**config.mk**
```make
export PLATFORM = sky130hd
export DESIGN_NAME = ps2_direction_decoder
export DESIGN_NICKNAME = d
export VERILOG_FILES = /design/src/rtl/ps2_pkg.sv /design/src/rtl/ps2_frame_rx.sv /design/src/rtl/ps2_direction_decoder.sv
export SDC_FILE = /design/constraint.sdc
export NUM_CORES = 1
export LEC_CHECK = 0
export ABC_AREA = 1
export ABC_CLOCK_PERIOD_IN_PS = 3800
export BUFFER_PORTS_ARGS = -buffer_cell sky130_fd_sc_hd__buf_2
export CAP_MARGIN = 20
export CORE_ASPECT_RATIO = 1.4
export CORE_UTILIZATION = 50
export DETAILED_ROUTE_END_ITERATION = 12
export PLACE_DENSITY_LB_ADDON = 0.25
export SYNTH_ARGS = -nofsm -noshare
export SYNTH_HDL_FRONTEND = slang
export SYNTH_HIERARCHICAL = 1
export SYNTH_SLANG_ARGS = --single-unit
```
**constraint.sdc**
```tcl
create_clock -name clk -period 3.8 [get_ports clk]
set_clock_uncertainty 0.1 [all_clocks]
set_input_delay 0.76 -clock clk [delete_from_list [all_inputs] [get_ports clk]]
set_output_delay 0.76 -clock clk [all_outputs]
set_load 0.1 [all_outputs]
```
**src/rtl/ps2_pkg.sv**
```systemverilog
// Shared PS/2 set-2 scancodes, direction one-hot encodings and decode-FSM states.
package ps2_pkg;

  localparam logic [7:0] PS2_EXT   = 8'hE0;
  localparam logic [7:0] PS2_BRK   = 8'hF0;
  localparam logic [7:0] KEY_W     = 8'h1D;
  localparam logic [7:0] KEY_S     = 8'h1B;
  localparam logic [7:0] KEY_A     = 8'h1C;
  localparam logic [7:0] KEY_D     = 8'h23;
  localparam logic [7:0] KEY_UP    = 8'h75;
  localparam logic [7:0] KEY_DOWN  = 8'h72;
  localparam logic [7:0] KEY_LEFT  = 8'h6B;
  localparam logic [7:0] KEY_RIGHT = 8'h74;

  localparam logic [3:0] DIR_UP    = 4'b1000;
  localparam logic [3:0] DIR_DOWN  = 4'b0100;
  localparam logic [3:0] DIR_LEFT  = 4'b0010;
  localparam logic [3:0] DIR_RIGHT = 4'b0001;
  localparam logic [3:0] DIR_NONE  = 4'b0000;

  typedef enum logic [1:0] {StWait, StExt, StBrk, StExtBrk} dec_state_e;

  // Extended codes map arrows; plain codes map WASD. Anything else is DIR_NONE.
  function automatic logic [3:0] key_to_dir(input logic [7:0] code, input logic ext);
    logic [3:0] dir;
    dir = DIR_NONE;
    if (ext) begin
      case (code)
        KEY_UP:    dir = DIR_UP;
        KEY_DOWN:  dir = DIR_DOWN;
        KEY_LEFT:  dir = DIR_LEFT;
        KEY_RIGHT: dir = DIR_RIGHT;
        default:   dir = DIR_NONE;
      endcase
    end else begin
      case (code)
        KEY_W:   dir = DIR_UP;
        KEY_S:   dir = DIR_DOWN;
        KEY_A:   dir = DIR_LEFT;
        KEY_D:   dir = DIR_RIGHT;
        default: dir = DIR_NONE;
      endcase
    end
    return dir;
  endfunction

endpackage

```
**src/rtl/ps2_frame_rx.sv**
```systemverilog
// PS/2 frame receiver: synchronizers, clock glitch filter, 11-bit frame FSM.
// Define PS2_TIMEOUT_EN to abort frames that stall for TIMEOUT_CYC clocks.
module ps2_frame_rx #(
  parameter int unsigned FILTER_LEN  = 4,
  parameter int unsigned TIMEOUT_CYC = 100000
) (
  input  logic       clk,
  input  logic       rst_n,
  input  logic       ps2_clk_i,
  input  logic       ps2_data_i,
  output logic [7:0] byte_o,
  output logic       byte_valid_o,
  output logic       err_o
);

  localparam int unsigned FiltW = $clog2(FILTER_LEN + 1);

  typedef enum logic {StIdle, StData} rx_state_e;

  logic [1:0]       clk_sync_q, data_sync_q;
  logic             clk_filt_q, clk_filt_d;
  logic [FiltW-1:0] filt_cnt_q, filt_cnt_d;
  logic             fall, data, timeout;
  rx_state_e        state_q, state_d;
  logic [3:0]       bit_cnt_q, bit_cnt_d;
  logic [7:0]       shift_q, shift_d;
  logic             par_q, par_d;
  logic             valid_q, valid_d;
  logic             err_q, err_d;

  assign data = data_sync_q[1];

  always_comb begin
    clk_filt_d = clk_filt_q;
    filt_cnt_d = '0;
    if (clk_sync_q[1] != clk_filt_q) begin
      if (filt_cnt_q == FiltW'(FILTER_LEN - 1)) clk_filt_d = clk_sync_q[1];
      else                                       filt_cnt_d = filt_cnt_q + 1'b1;
    end
  end

  assign fall = clk_filt_q & ~clk_filt_d;

`ifdef PS2_TIMEOUT_EN
  localparam int unsigned ToW = $clog2(TIMEOUT_CYC + 1);
  logic [ToW-1:0] to_cnt_q, to_cnt_d;

  assign to_cnt_d = (state_q == StData && !fall) ? to_cnt_q + 1'b1 : '0;
  assign timeout  = (state_q == StData) && (to_cnt_q == ToW'(TIMEOUT_CYC - 1));

  always_ff @(posedge clk or negedge rst_n) begin
    if (!rst_n) to_cnt_q <= '0;
    else        to_cnt_q <= to_cnt_d;
  end
`else
  assign timeout = 1'b0;
`endif

  always_comb begin
    state_d   = state_q;
    bit_cnt_d = bit_cnt_q;
    shift_d   = shift_q;
    par_d     = par_q;
    valid_d   = 1'b0;
    err_d     = 1'b0;
    unique case (state_q)
      StIdle: begin
        if (fall && !data) begin
          state_d   = StData;
          bit_cnt_d = '0;
          par_d     = 1'b0;
        end
      end
      StData: begin
        if (fall) begin
          if (bit_cnt_q < 4'd8) begin
            shift_d   = {data, shift_q[7:1]};
            par_d     = par_q ^ data;
            bit_cnt_d = bit_cnt_q + 4'd1;
          end else if (bit_cnt_q == 4'd8) begin
            par_d     = par_q ^ data;
            bit_cnt_d = 4'd9;
          end else begin
            // Stop bit: par_q now holds the XOR of data and parity, must be odd.
            state_d = StIdle;
            if (par_q && data) valid_d = 1'b1;
            else               err_d   = 1'b1;
          end
        end else if (timeout) begin
          state_d = StIdle;
          err_d   = 1'b1;
        end
      end
    endcase
  end

  always_ff @(posedge clk or negedge rst_n) begin
    if (!rst_n) begin
      clk_sync_q  <= 2'b11;
      data_sync_q <= 2'b11;
      clk_filt_q  <= 1'b1;
      filt_cnt_q  <= '0;
      state_q     <= StIdle;
      bit_cnt_q   <= '0;
      shift_q     <= '0;
      par_q       <= 1'b0;
      valid_q     <= 1'b0;
      err_q       <= 1'b0;
    end else begin
      clk_sync_q  <= {clk_sync_q[0], ps2_clk_i};
      data_sync_q <= {data_sync_q[0], ps2_data_i};
      clk_filt_q  <= clk_filt_d;
      filt_cnt_q  <= filt_cnt_d;
      state_q     <= state_d;
      bit_cnt_q   <= bit_cnt_d;
      shift_q     <= shift_d;
      par_q       <= par_d;
      valid_q     <= valid_d;
      err_q       <= err_d;
    end
  end

  assign byte_o       = shift_q;
  assign byte_valid_o = valid_q;
  assign err_o        = err_q;

endmodule

```
**src/rtl/ps2_direction_decoder.sv**
```systemverilog
// PS/2 keyboard to one-hot direction decoder (arrows and WASD, set-2 scancodes).
// Define PS2_TIMEOUT_EN to enable the mid-frame timeout in the receiver.
module ps2_direction_decoder
  import ps2_pkg::*;
#(
  parameter int unsigned FILTER_LEN  = 4,
  parameter int unsigned TIMEOUT_CYC = 100000
) (
  input  logic       clk,
  input  logic       rst_n,
  input  logic       PS2_CLK,
  input  logic       PS2_DATA,
  output logic [3:0] kb_direction,
  output logic       dir_valid,
  output logic [7:0] scan_code,
  output logic       code_valid,
  output logic       frame_err
);

  logic [7:0] rx_byte;
  logic       rx_valid, rx_err;
  logic [3:0] k_plain, k_ext;

  dec_state_e state_q, state_d;
  logic [3:0] dir_q, dir_d;
  logic [7:0] scan_q, scan_d;
  logic       cv_q, cv_d, dv_q, dv_d, fe_q, fe_d;

  ps2_frame_rx #(
    .FILTER_LEN  (FILTER_LEN),
    .TIMEOUT_CYC (TIMEOUT_CYC)
  ) u_rx (
    .clk          (clk),
    .rst_n        (rst_n),
    .ps2_clk_i    (PS2_CLK),
    .ps2_data_i   (PS2_DATA),
    .byte_o       (rx_byte),
    .byte_valid_o (rx_valid),
    .err_o        (rx_err)
  );

  assign k_plain = key_to_dir(rx_byte, 1'b0);
  assign k_ext   = key_to_dir(rx_byte, 1'b1);

  always_comb begin
    state_d = state_q;
    dir_d   = dir_q;
    scan_d  = scan_q;
    cv_d    = 1'b0;
    dv_d    = 1'b0;
    fe_d    = 1'b0;
    if (rx_err) begin
      fe_d    = 1'b1;
      state_d = StWait;
    end else if (rx_valid) begin
      scan_d  = rx_byte;
      cv_d    = 1'b1;
      state_d = StWait;
      unique case (state_q)
        StWait: begin
          if (rx_byte == PS2_EXT)      state_d = StExt;
          else if (rx_byte == PS2_BRK) state_d = StBrk;
          else if (k_plain != DIR_NONE) dir_d = k_plain;
        end
        StExt: begin
          if (rx_byte == PS2_BRK)     state_d = StExtBrk;
          else if (k_ext != DIR_NONE) dir_d = k_ext;
        end
        // A release only clears if it names the direction currently held.
        StBrk:    if (k_plain != DIR_NONE && k_plain == dir_q) dir_d = DIR_NONE;
        StExtBrk: if (k_ext != DIR_NONE && k_ext == dir_q)     dir_d = DIR_NONE;
      endcase
      dv_d = (dir_d != dir_q);
    end
  end

  always_ff @(posedge clk or negedge rst_n) begin
    if (!rst_n) begin
      state_q <= StWait;
      dir_q   <= DIR_NONE;
      scan_q  <= 8'h00;
      cv_q    <= 1'b0;
      dv_q    <= 1'b0;
      fe_q    <= 1'b0;
    end else begin
      state_q <= state_d;
      dir_q   <= dir_d;
      scan_q  <= scan_d;
      cv_q    <= cv_d;
      dv_q    <= dv_d;
      fe_q    <= fe_d;
    end
  end

  assign kb_direction = dir_q;
  assign dir_valid    = dv_q;
  assign scan_code    = scan_q;
  assign code_valid   = cv_q;
  assign frame_err    = fe_q;

endmodule

```
==> impl_results.md, run 1 <==
- Status: finished, final reports clean
- Final Setup Violations: 0
- Vias in the first global route: 2069
- Max FO, Critical Path: 6
- Total Routing Usage GR: 0.2414
- VDD IR max: 325.0 uV
- Worst setup path category: flop to flop
- RSZ-0062 raised after global routing: no
- Layout cell share with drive strength beyond 1: 0.1635
- CTS Buffer Depth: 2
- Nets: about 370
- Core footprint: roughly 4600 sq um
- Lkg Pwr: 1.382 nW
- Slowest CP cell: dfrtp_1
- Routed length on met1: 2305 microns
- Antenna violations before repair: 0
- DR WL/cell: 13.07 microns
- Post-detailed-route via-to-cell ratio: roughly 5.3
- Antenna-violating nets left: 0
- Largest net degree at the start of global routing: 42
- Relative slew slack: 0.3863
- Final WL: about 5600 microns
- Die H: 85.31 microns
- Post-CTS sizing: 0
- Post-route cell area: 2729 sq um
- Worst path arrival time: 2.32 ns
- R2r setup slk: ~1.5 ns
- Via count: 2258
- Syn Nets: 356
- Global-route wire length before repair: 9432 microns
- Diodes inserted: 0
- CP endpoint: dir_valid
- DRT iter0 DRCs: 172
- Yosys cell types: 31
- Yosys top cell by area: dfrtp_1
- Worst hold start: u_rx/clk_sync_q[0]
- Fin. Hold Viols: 0
- Crit path launch: u_rx/byte_o[1]
- Routed wl met3: 231 microns
- CTS H-Tree Depth: 2
- Max-cap violation count: 0
- Worst Hold Class: flop to flop
- # hold bufs at CTS: 0
- Power share of the clock group: 0.396
- Synthesis warning total: 6
- Reg2Reg Capture Point: dir_valid
- Seq/Total Area, Yosys: 0.4165
- Root buffer cell: clkbuf_8
- # rows: 29
- Worst setup EP type: flop
- CP cell instances: inv_1 > nand2_1 > nor2_1 > nand2_1 > nand2_1 > nand2_1 > nor2_2 > nand3_2 > nand3_1 > nand3_1 > nand2_1 > nand2_1 > nand2_1 > nand2_1 > nor2_1 > nor2_1
- Die Area: 5247 sq um
- Slew @ Worst Pin: 0.9205 ns
- Worst Path Required: 3.86 ns
- Post-CTS setup buffers: 0
- Internal power: about 0.00070 W
- Met2 WL: 2901 microns
- HPWL Detailed: 4171 microns
- Placed cell areas: around 2600 sq um
- Sequential power share: 0.516
- GPL Wtd Cong: about 1.0
- Post-Syn Instances: roughly 350
- Sw frac: 0.2470
- Area Overhead vs Synth: 10.10%
- Setup WS post-layout: 1.544 ns
- DR pass1 iterations: 4
- Minimum clock period: 2.256 ns
- CTS Sinks: between 40 and 50
- Worst slack, placed: 1.581 ns
- # IOs: 19
- Clk_lat worst skew: around 0.30 ns
- Initial core utilization: 0.5337
- Grt ovf: 0
- Share of the synthesized area in the top cell type: 0.3635
- Startpoint types: flop
- CTS tree: yes
- Gate power share: 0.088
- Yosys reg bits: 41
- Top cell by count, worst path: nand2_1
- Max Clk Rate: roughly 440 MHz
- Ranking of synthesized cells by area: dfrtp_1, nand2_1, nand3_1
- Reg2reg path depth: 16
- Power Density: 341.4 nW/um^2
- Post-route setup TNS: 0 ns
- R2R Path Start: u_rx/byte_o[1]
- Clock slew at reported path FFs: roughly 0.080 ns
- Port Buffers: 18
- Total power: 0.0009316 W
- Post-Syn Area: 2479 sq um
- Remaining DRCs: 0
- Slew Limit Fails: 0
- Syn Area/Cell: just over 7 sq um
- CP max stage delay: 0.44 ns
- Top Layer Used: met4
- CTS buffer count: 5
- Total net switching power: between 0.0002 and 0.00025 W
- Final worst path period share: 0.5938
- Width of the chip: 61.51 microns
==> logic make-up (layout without fill, tap and decap cells) <==
group / Yosys count / in the layout / share of synthesized area
compound gates: 28 / 28 / 0.06966
fa+ha+maj: 4 / 4 / 0.02019
buf+inv: 43 / 62 / 0.07067
flops: 41 / 41 / 0.4165
simple gates: 232 / 232 / 0.4230
==> power groups by stage <==
stage | Sequential, W | Combinational [W] | Clock [W]
2_1_floorplan | 0.000485 | 0.0000623 | 0
3_5_place_dp | 0.000490 | 0.0000821 | 0
5_1_grt | 0.000485 | 0.0000946 | 0.000396
6_report | 0.000481 | 0.0000816 | 0.000369
4_1_cts | 0.000481 | 0.0000828 | 0.000380
3_3_place_gp | 0.000488 | 0.0000795 | 0
==> sequential cells by signal, indices dropped and copies added, names as in the netlist, 2 cells and up <==
name	count
kb_direction	4
scan_code	8
state_q	2
u_rx/bit_cnt_q	4
u_rx/byte_o	8
u_rx/clk_sync_q	2
u_rx/data_sync_q	2
u_rx/filt_cnt_q	3
==> synth_stat cells <==
master,count
a21boi_1,1
nand3_2,4
o21bai_1,1
nand2_4,1
o211ai_1,2
buf_2,3
nor2_1,32
inv_2,4
nand3_1,45
o31ai_1,2
o21ai_2,2
a21oi_2,1
inv_4,1
dfstp_2,5
clkbuf_1,3
dfrtp_1,36
o21ai_0,16
inv_1,31
nand2_2,3
or4_1,1
nor2_4,4
buf_6,1
nor3_1,3
a22o_1,1
nor2_2,8
nor2_8,1
nand4_1,3
o21a_1,1
ha_1,4
nand2_1,127
a21oi_1,1
==> layout by cell type (no fill, tap or decap), drive strengths merged, types with 4 or more instances in the layout <==
master	Yosys	routed
dfrtp	36	36
clkbuf	3	6
nand2	131	131
o21ai	18	18
ha	4	4
nand3	49	49
dfstp	5	5
nor2	45	45
inv	36	36
buf	4	18
==> per-stage QoR <==
step	hold WS (ns)	utilization	std cells
after floorplan	0.2452	-	348
after global placement	0.2456	0.5617	421
after detailed placement	0.2475	0.5617	421
after CTS	0.2590	0.5876	429
after global routing	0.2615	0.5876	429
final	0.2576	0.5876	429
==> area by class of cell <==
type | instances | area, sq um
fill | 471 | 1916
multi-input combinational | 264 | 1271
sequential | 41 | 1032
inverter | 36 | 137.6
timing repair buffer | 18 | 90.09
clock buffer | 6 | 82.58
tap | 62 | 77.57
clock inverter | 2 | 37.54
==> critical path: cells and delay by family (launching register included) <==
family | cells | cell delay [ns]
DFF | 1 | 0.44
and+or+nand+nor | 15 | 1.47
buffers and inverters | 1 | 0.12
==> how the worst min path moves through the flow <==
stage,to,slack [ns],depth (start not counted)
floorplan,u_rx/clk_sync_q[1],0.25,0
global placement,u_rx/clk_sync_q[1],0.25,0
detailed placement,u_rx/clk_sync_q[1],0.25,0
CTS,u_rx/clk_sync_q[1],0.26,0
global route,u_rx/clk_sync_q[1],0.26,0
finish,u_rx/clk_sync_q[1],0.26,0
==> metal layers <==
metal,GRT usage,vias to the layer above
li1,-,1139
met1,0.3078,1036
met2,0.3959,65
met3,0.03506,18
met4,0.1030,0
met5,0,-
Power figures use the tool's default switching activity.
==> run 2, diff against run 1 <==
ABC_CLOCK_PERIOD_IN_PS = 2310   (was 3800)
clock period = 2.31 ns   (was 3.8 ns; I/O delays follow)
==> impl_results.md, run 2 (synthesis results as in run 1) <==
- Power Density: 531.8 nW/um^2 (+56%)
- DR pass1 iterations: 4 (unchanged)
- Grt ovf: 0 (unchanged)
- Vias in the first global route: 2153 (+4.1%)
- Post-route cell area: 2823 sq um (+3.4%)
- Post-detailed-route via-to-cell ratio: 5.347 (+1.6%)
- CTS Sinks: 41 (unchanged)
- Final worst path period share: 0.9073 (+0.3135)
- Max FO, Critical Path: 7 (+1)
- Worst setup EP type: flop
- Slew @ Worst Pin: 0.6556 ns (-0.2649 ns)
- Fin. Hold Viols: 0 (unchanged)
- Worst Hold Class: input port to async pin
- R2R Path Start: u_rx/byte_o[4]
- Core footprint: 4644 sq um (unchanged)
- Placed cell areas: 2628 sq um (+0.72%)
- CTS Buffer Depth: 2 (unchanged)
- Reg2Reg Capture Point: dir_valid
- Commonest cells after routing, fill and taps aside: nand2_1, nand3_1, inv_1
- Worst path arrival time: 2.16 ns (-0.16 ns)
- VDD IR max: 438.3 uV (+35%)
- Relative slew slack: 0.5624 (+0.1761)
- Lkg Pwr: 1.404 nW (+1.6%)
- Total Routing Usage GR: 0.2373 (-0.004076)
- Status: finished, final reports clean
- CTS buffer count: 5 (unchanged)
- Worst Path Required: 2.38 ns (-1.48 ns)
- Root buffer cell: clkbuf_8
- Remaining DRCs: 0 (unchanged)
- GPL Wtd Cong: 0.9499 (-8.7%)
- Slew Limit Fails: 0 (unchanged)
- Die Area: 5247 sq um (unchanged)
- Layout cell share with drive strength beyond 1: 0.2386 (+0.07512)
- Global-route wire length before repair: 9252 microns (-1.9%)
- Final Setup Violations: 0 (unchanged)
- Max-cap violation count: 0 (unchanged)
- DR WL/cell: 13.15 microns (+0.61%)
- Antenna-violating nets left: 0 (unchanged)
- Via count: 2326 (+3.0%)
- Area Overhead vs Synth: 13.88%
- Post-layout util: 0.6078 (+0.02021)
- Most common cell after layout, fill and taps aside: nand2_1
- CTS H-Tree Depth: 2 (unchanged)
- Largest net degree at the start of global routing: 28 (-33%)
- Startpoint types: flop
- # IOs: 19 (unchanged)
- Final WL: 5722 microns (+2.0%)
- CTS tree: yes
- Total power: 0.001501 W (+61%)
- HPWL Detailed: 4261 microns (+2.2%)
- Diodes inserted: 0 (unchanged)
- Initial core utilization: 0.5337 (unchanged)
- DRT iter0 DRCs: 99 (-42%)
- Clock slew at reported path FFs: 0.09 ns (about the same)
- Worst setup path category: flop to flop
- Width of the chip: 61.51 microns (unchanged)
- R2r setup slk: 0.21 ns (-1.33 ns)
- Max Clk Rate: 477.1 MHz (+7.7%)
- Reg2reg path depth: 16 (unchanged)
- Post-route setup TNS: 0 ns (unchanged)
- Nets: 380 (+1.6%)
- # rows: 29 (unchanged)
- Minimum clock period: 2.096 ns (-0.1605 ns)
- Die H: 85.31 microns (unchanged)
- Antenna violations before repair: 0 (unchanged)
- Clk_lat worst skew: 0.30 ns (about the same)
- Port Buffers: 18 (unchanged)
==> run 2: changes by cell type in the layout (fill, tap and decap cells not counted), moves of 2 or more <==
cell / delta
buf_4: +5
dfrtp_1: -10
dfrtp_2: +10
inv_1: -2
inv_2: +2
nand2_1: -5
nand2_2: +5
nor2_1: -7
nor2_2: +4
nor2_4: +4
==> run 2: how the worst max path moves through the flow <==
stage / endpoint / from
2_1_floorplan: dir_valid / kb_direction[2]
3_3_place_gp: dir_valid / u_rx/byte_o[4]
3_5_place_dp: dir_valid / u_rx/byte_o[5]
4_1_cts: dir_valid / u_rx/byte_o[7]
5_1_grt: dir_valid / u_rx/byte_o[4]
6_report: dir_valid / u_rx/byte_o[4]
==> run 2: power breakdown <==
group | leakage (nW) | switching (W) | internal (W) | total (W)
combinational | 0.812 | 0.0000946 | 0.0000461 | 0.000141
sequential | 0.536 | 0.0000308 | 0.000760 | 0.000791
clock | 0.0552 | 0.000249 | 0.000321 | 0.000570
total | 1.40 | 0.000374 | 0.00113 | 0.00150
==> run 2: stage by stage <==
stage                     setup WS, ns  hold WS, ns  std cells
after floorplan                0.06931      0.06641        348
after global placement          0.2019       0.2461        423
after detailed placement        0.1899       0.2479        423
after CTS                       0.1825      0.08599        431
after global routing          -0.01331       0.1237        435
final                           0.2141      0.06261        435
==> run 2: layout make-up <==
cell class	instances	area, sq um
Fill cell	458	1822
Multi-Input combinational cell	265	1328
Sequential cell	41	1045
Inverter	36	137.6
Timing Repair Buffer	23	127.6
Tap cell	62	77.57
Clock buffer	6	72.57
Clock inverter	2	35.03
==> run 2: what timing repair did <==
item | in CTS | in global routing
resized for setup | 0 | 25
hold buffers | 0 | 0
endpoints found under the setup margin | 0 | 1
setup buffers | 0 | 3
==> run 2: layer usage <==
layer  global-route usage  routed length (microns)  up-vias
li1                     -                        -     1154
met1               0.2607                     2224     1109
met2               0.4125                     3109       46
met3              0.04421                      196       17
met4               0.1273                      192        0
met5                    0                        0        -
==> run 2: worst max-delay path, stage by stage, from the launching register on <==
cell,delay [ns]
dfrtp_2,0.46
inv_1,0.09
nand2_1,0.08
nor2_2,0.16
nand3_1,0.16
nand2_1,0.09
nand2_1,0.06
nor2_2,0.10
nand3_2,0.11
nand3_1,0.12
nand3_2,0.08
nand2_1,0.08
nand2_1,0.05
nand2_1,0.06
nand2_1,0.05
nor2_1,0.08
nor2_1,0.04
==> run 3, diff against run 2 <==
GPL_TIMING_DRIVEN = 0   (was unset)
==> impl_results.md, run 3 (synthesis results as in run 1) <==
- Status: finished, final reports clean
- Die H: 85.31 microns (unchanged)
- Minimum clock period: 2.152 ns (+0.05639 ns)
- Layout cell share with drive strength beyond 1: 0.2639 (+0.02525)
- CP max stage delay: 0.45 ns (about the same)
- Cell family with most CP delay: simple AND/OR/NAND/NOR gates
- Placed cell areas: 2650 sq um (+0.86%)
- Worst slack, placed: 0.08469 ns (-0.1052 ns)
- Clock slew at reported path FFs: 0.08 ns (about the same)
- # IOs: 19 (unchanged)
- Port Buffers: 18 (unchanged)
- DR WL/cell: 12.22 microns (-7.1%)
- Area Overhead vs Synth: 15.40%
- Buf/Inv on CP: 2 (+1)
- CTS tree: yes
- Setup WS post-layout: 0.1577 ns (-0.05640 ns)
- Final worst path period share: 0.9317 (+0.02441)
- Crit path launch: u_rx/byte_o[6]
- Max-cap violation count: 0 (unchanged)
- Worst path arrival time: 2.23 ns (+0.07 ns)
- Max Clk Rate: 464.6 MHz (-2.6%)
- Final Setup Violations: 0 (unchanged)
- CTS Sinks: 41 (unchanged)
- CP cell instances: inv_1 > nand2_1 > nor2_4 > o21ai_0 > nand2_2 > buf_4 > o21a_1 > nand2_1 > nand2_2 > nand2_1 > nand2_1 > nand2_1 > nor2_2 > nor2_1
- HPWL Detailed: 4032 microns (-5.4%)
- Via count: 2273 (-2.3%)
- CTS H-Tree Depth: 2 (unchanged)
- VDD IR max: 406.9 uV (-7.2%)
- Worst Hold Class: input port to flop
- Global-route wire length before repair: 8983 microns (-2.9%)
- Worst hold start: PS2_DATA
- Startpoint types: flop
- CTS Buffer Depth: 2 (unchanged)
- Max FO, Critical Path: 8 (+1)
- Grt ovf: 0 (unchanged)
- Post-route cell area: 2860 sq um (+1.3%)
- R2R Path Start: u_rx/byte_o[6]
- GPL Wtd Cong: 0.9723 (+2.4%)
- Slowest CP cell: dfrtp_2
- Most common cell after layout, fill and taps aside: nand2_1
- # rows: 29 (unchanged)
- Antenna violations before repair: 0 (unchanged)
- Antenna-violating nets left: 0 (unchanged)
- Diodes inserted: 0 (unchanged)
- Worst setup path category: flop to flop
- Nets: 386 (+1.6%)
- CTS buffer count: 5 (unchanged)
- Top cell by count, worst path: nand2_1
- Die Area: 5247 sq um (unchanged)
- Relative slew slack: 0.4304 (-0.1320)
- Initial core utilization: 0.5337 (unchanged)
- Clk_lat worst skew: 0.28 ns (-0.02 ns)
- Worst Path Required: 2.39 ns (about the same)
- Root buffer cell: clkbuf_8
- Total Routing Usage GR: 0.2285 (-0.008814)
- Core footprint: 4644 sq um (unchanged)
- DRT iter0 DRCs: 127 (+28%)
- Largest net degree at the start of global routing: 42 (+50%)
- Fin. Hold Viols: 0 (unchanged)
- Vias in the first global route: 2113 (-1.9%)
- Slew Limit Fails: 0 (unchanged)
- Final WL: 5391 microns (-5.8%)
- Worst setup EP type: flop
- Power Density: 488.5 nW/um^2 (-8.1%)
- Commonest cells after routing, fill and taps aside: nand2_1, nand3_1, inv_1
- DR pass1 iterations: 4 (unchanged)
- Lkg Pwr: 1.423 nW (+1.4%)
- Slew @ Worst Pin: 0.8544 ns (+0.1987 ns)
- Post-detailed-route via-to-cell ratio: 5.154 (-3.6%)
- Width of the chip: 61.51 microns (unchanged)
- Remaining DRCs: 0 (unchanged)
-- run 3: changes by cell type in the layout (fill, tap and decap cells not counted), sizes merged --
cell,before,now
clkbuf,6,10
buf,23,28
bufinv,1,0
nor2,46,45
clkinv,1,0
-- run 3: report_power, final --
part / total (W) / internal (W) / leakage [nW] / switching (W)
clock network: 0.000469 / 0.000244 / 0.0455 / 0.000226
logic: 0.000138 / 0.0000455 / 0.841 / 0.0000920
registers: 0.000791 / 0.000760 / 0.536 / 0.0000306
-- run 3: path summary, 6_finish.rpt --
check                                 endpoint  slack, ns  cells past startpoint
max in group asynchronous       u_rx/byte_o[6]       1.33                      1
min                        u_rx/data_sync_q[0]       0.17                      1
min reg2reg                 u_rx/clk_sync_q[1]       0.26                      0
max                                  dir_valid       0.16                     14
min in group asynchronous            frame_err       0.19                      1
max reg2reg                          dir_valid       0.16                     14
-- run 3: repair_timing --
item | CTS | global route
resized for setup | 0 | 32
endpoints found under the setup margin | 0 | 1
hold buffers | 0 | 0
buffers inserted | 0 | 6
endpoints found under the hold margin | 0 | 0
-- run 3: area by class of cell --
cell class	count	area, sq um
buffer	6	33.78
clock buffer	8	90.09
fill	450	1784
inverter	36	137.6
multi-input combinational	264	1341
sequential	41	1045
tap	62	77.57
timing repair buffer	24	135.1
-- run 3: layer usage --
metal	wire length (microns)	up-vias	GRT usage
met5	0	-	0
met3	158	18	0.04116
met4	195	0	0.1071
met2	2782	42	0.3891
met1	2255	1049	0.2679
li1	-	1164	-
-- run 3: worst reg2reg max path, stage by stage, from the launching register on --
cell and delay (ns):
dfrtp_2 0.45, inv_1 0.09, nand2_1 0.09, nor2_4 0.22
o21ai_0 0.15, nand2_2 0.14, buf_4 0.13, o21a_1 0.14
nand2_1 0.09, nand2_2 0.10, nand2_1 0.05, nand2_1 0.05
nand2_1 0.08, nor2_2 0.13, nor2_1 0.05
-- run 3: metrics by stage --
| step | utilization | hold slack (ns) | total power, W | setup TNS [ns] | cells |
|---|---|---|---|---|---|
| floorplan | - | 0.06641 | 0.0009004 | 0 | 348 |
| global placement | 0.5706 | 0.2465 | 0.0009333 | 0 | 428 |
| detailed placement | 0.5706 | 0.2482 | 0.0009409 | 0 | 428 |
| CTS | 0.5900 | 0.1616 | 0.001413 | 0 | 436 |
| global route | 0.6158 | 0.1544 | 0.001467 | -0.007873 | 441 |
| finish | 0.6158 | 0.1729 | 0.001397 | 0 | 441 |
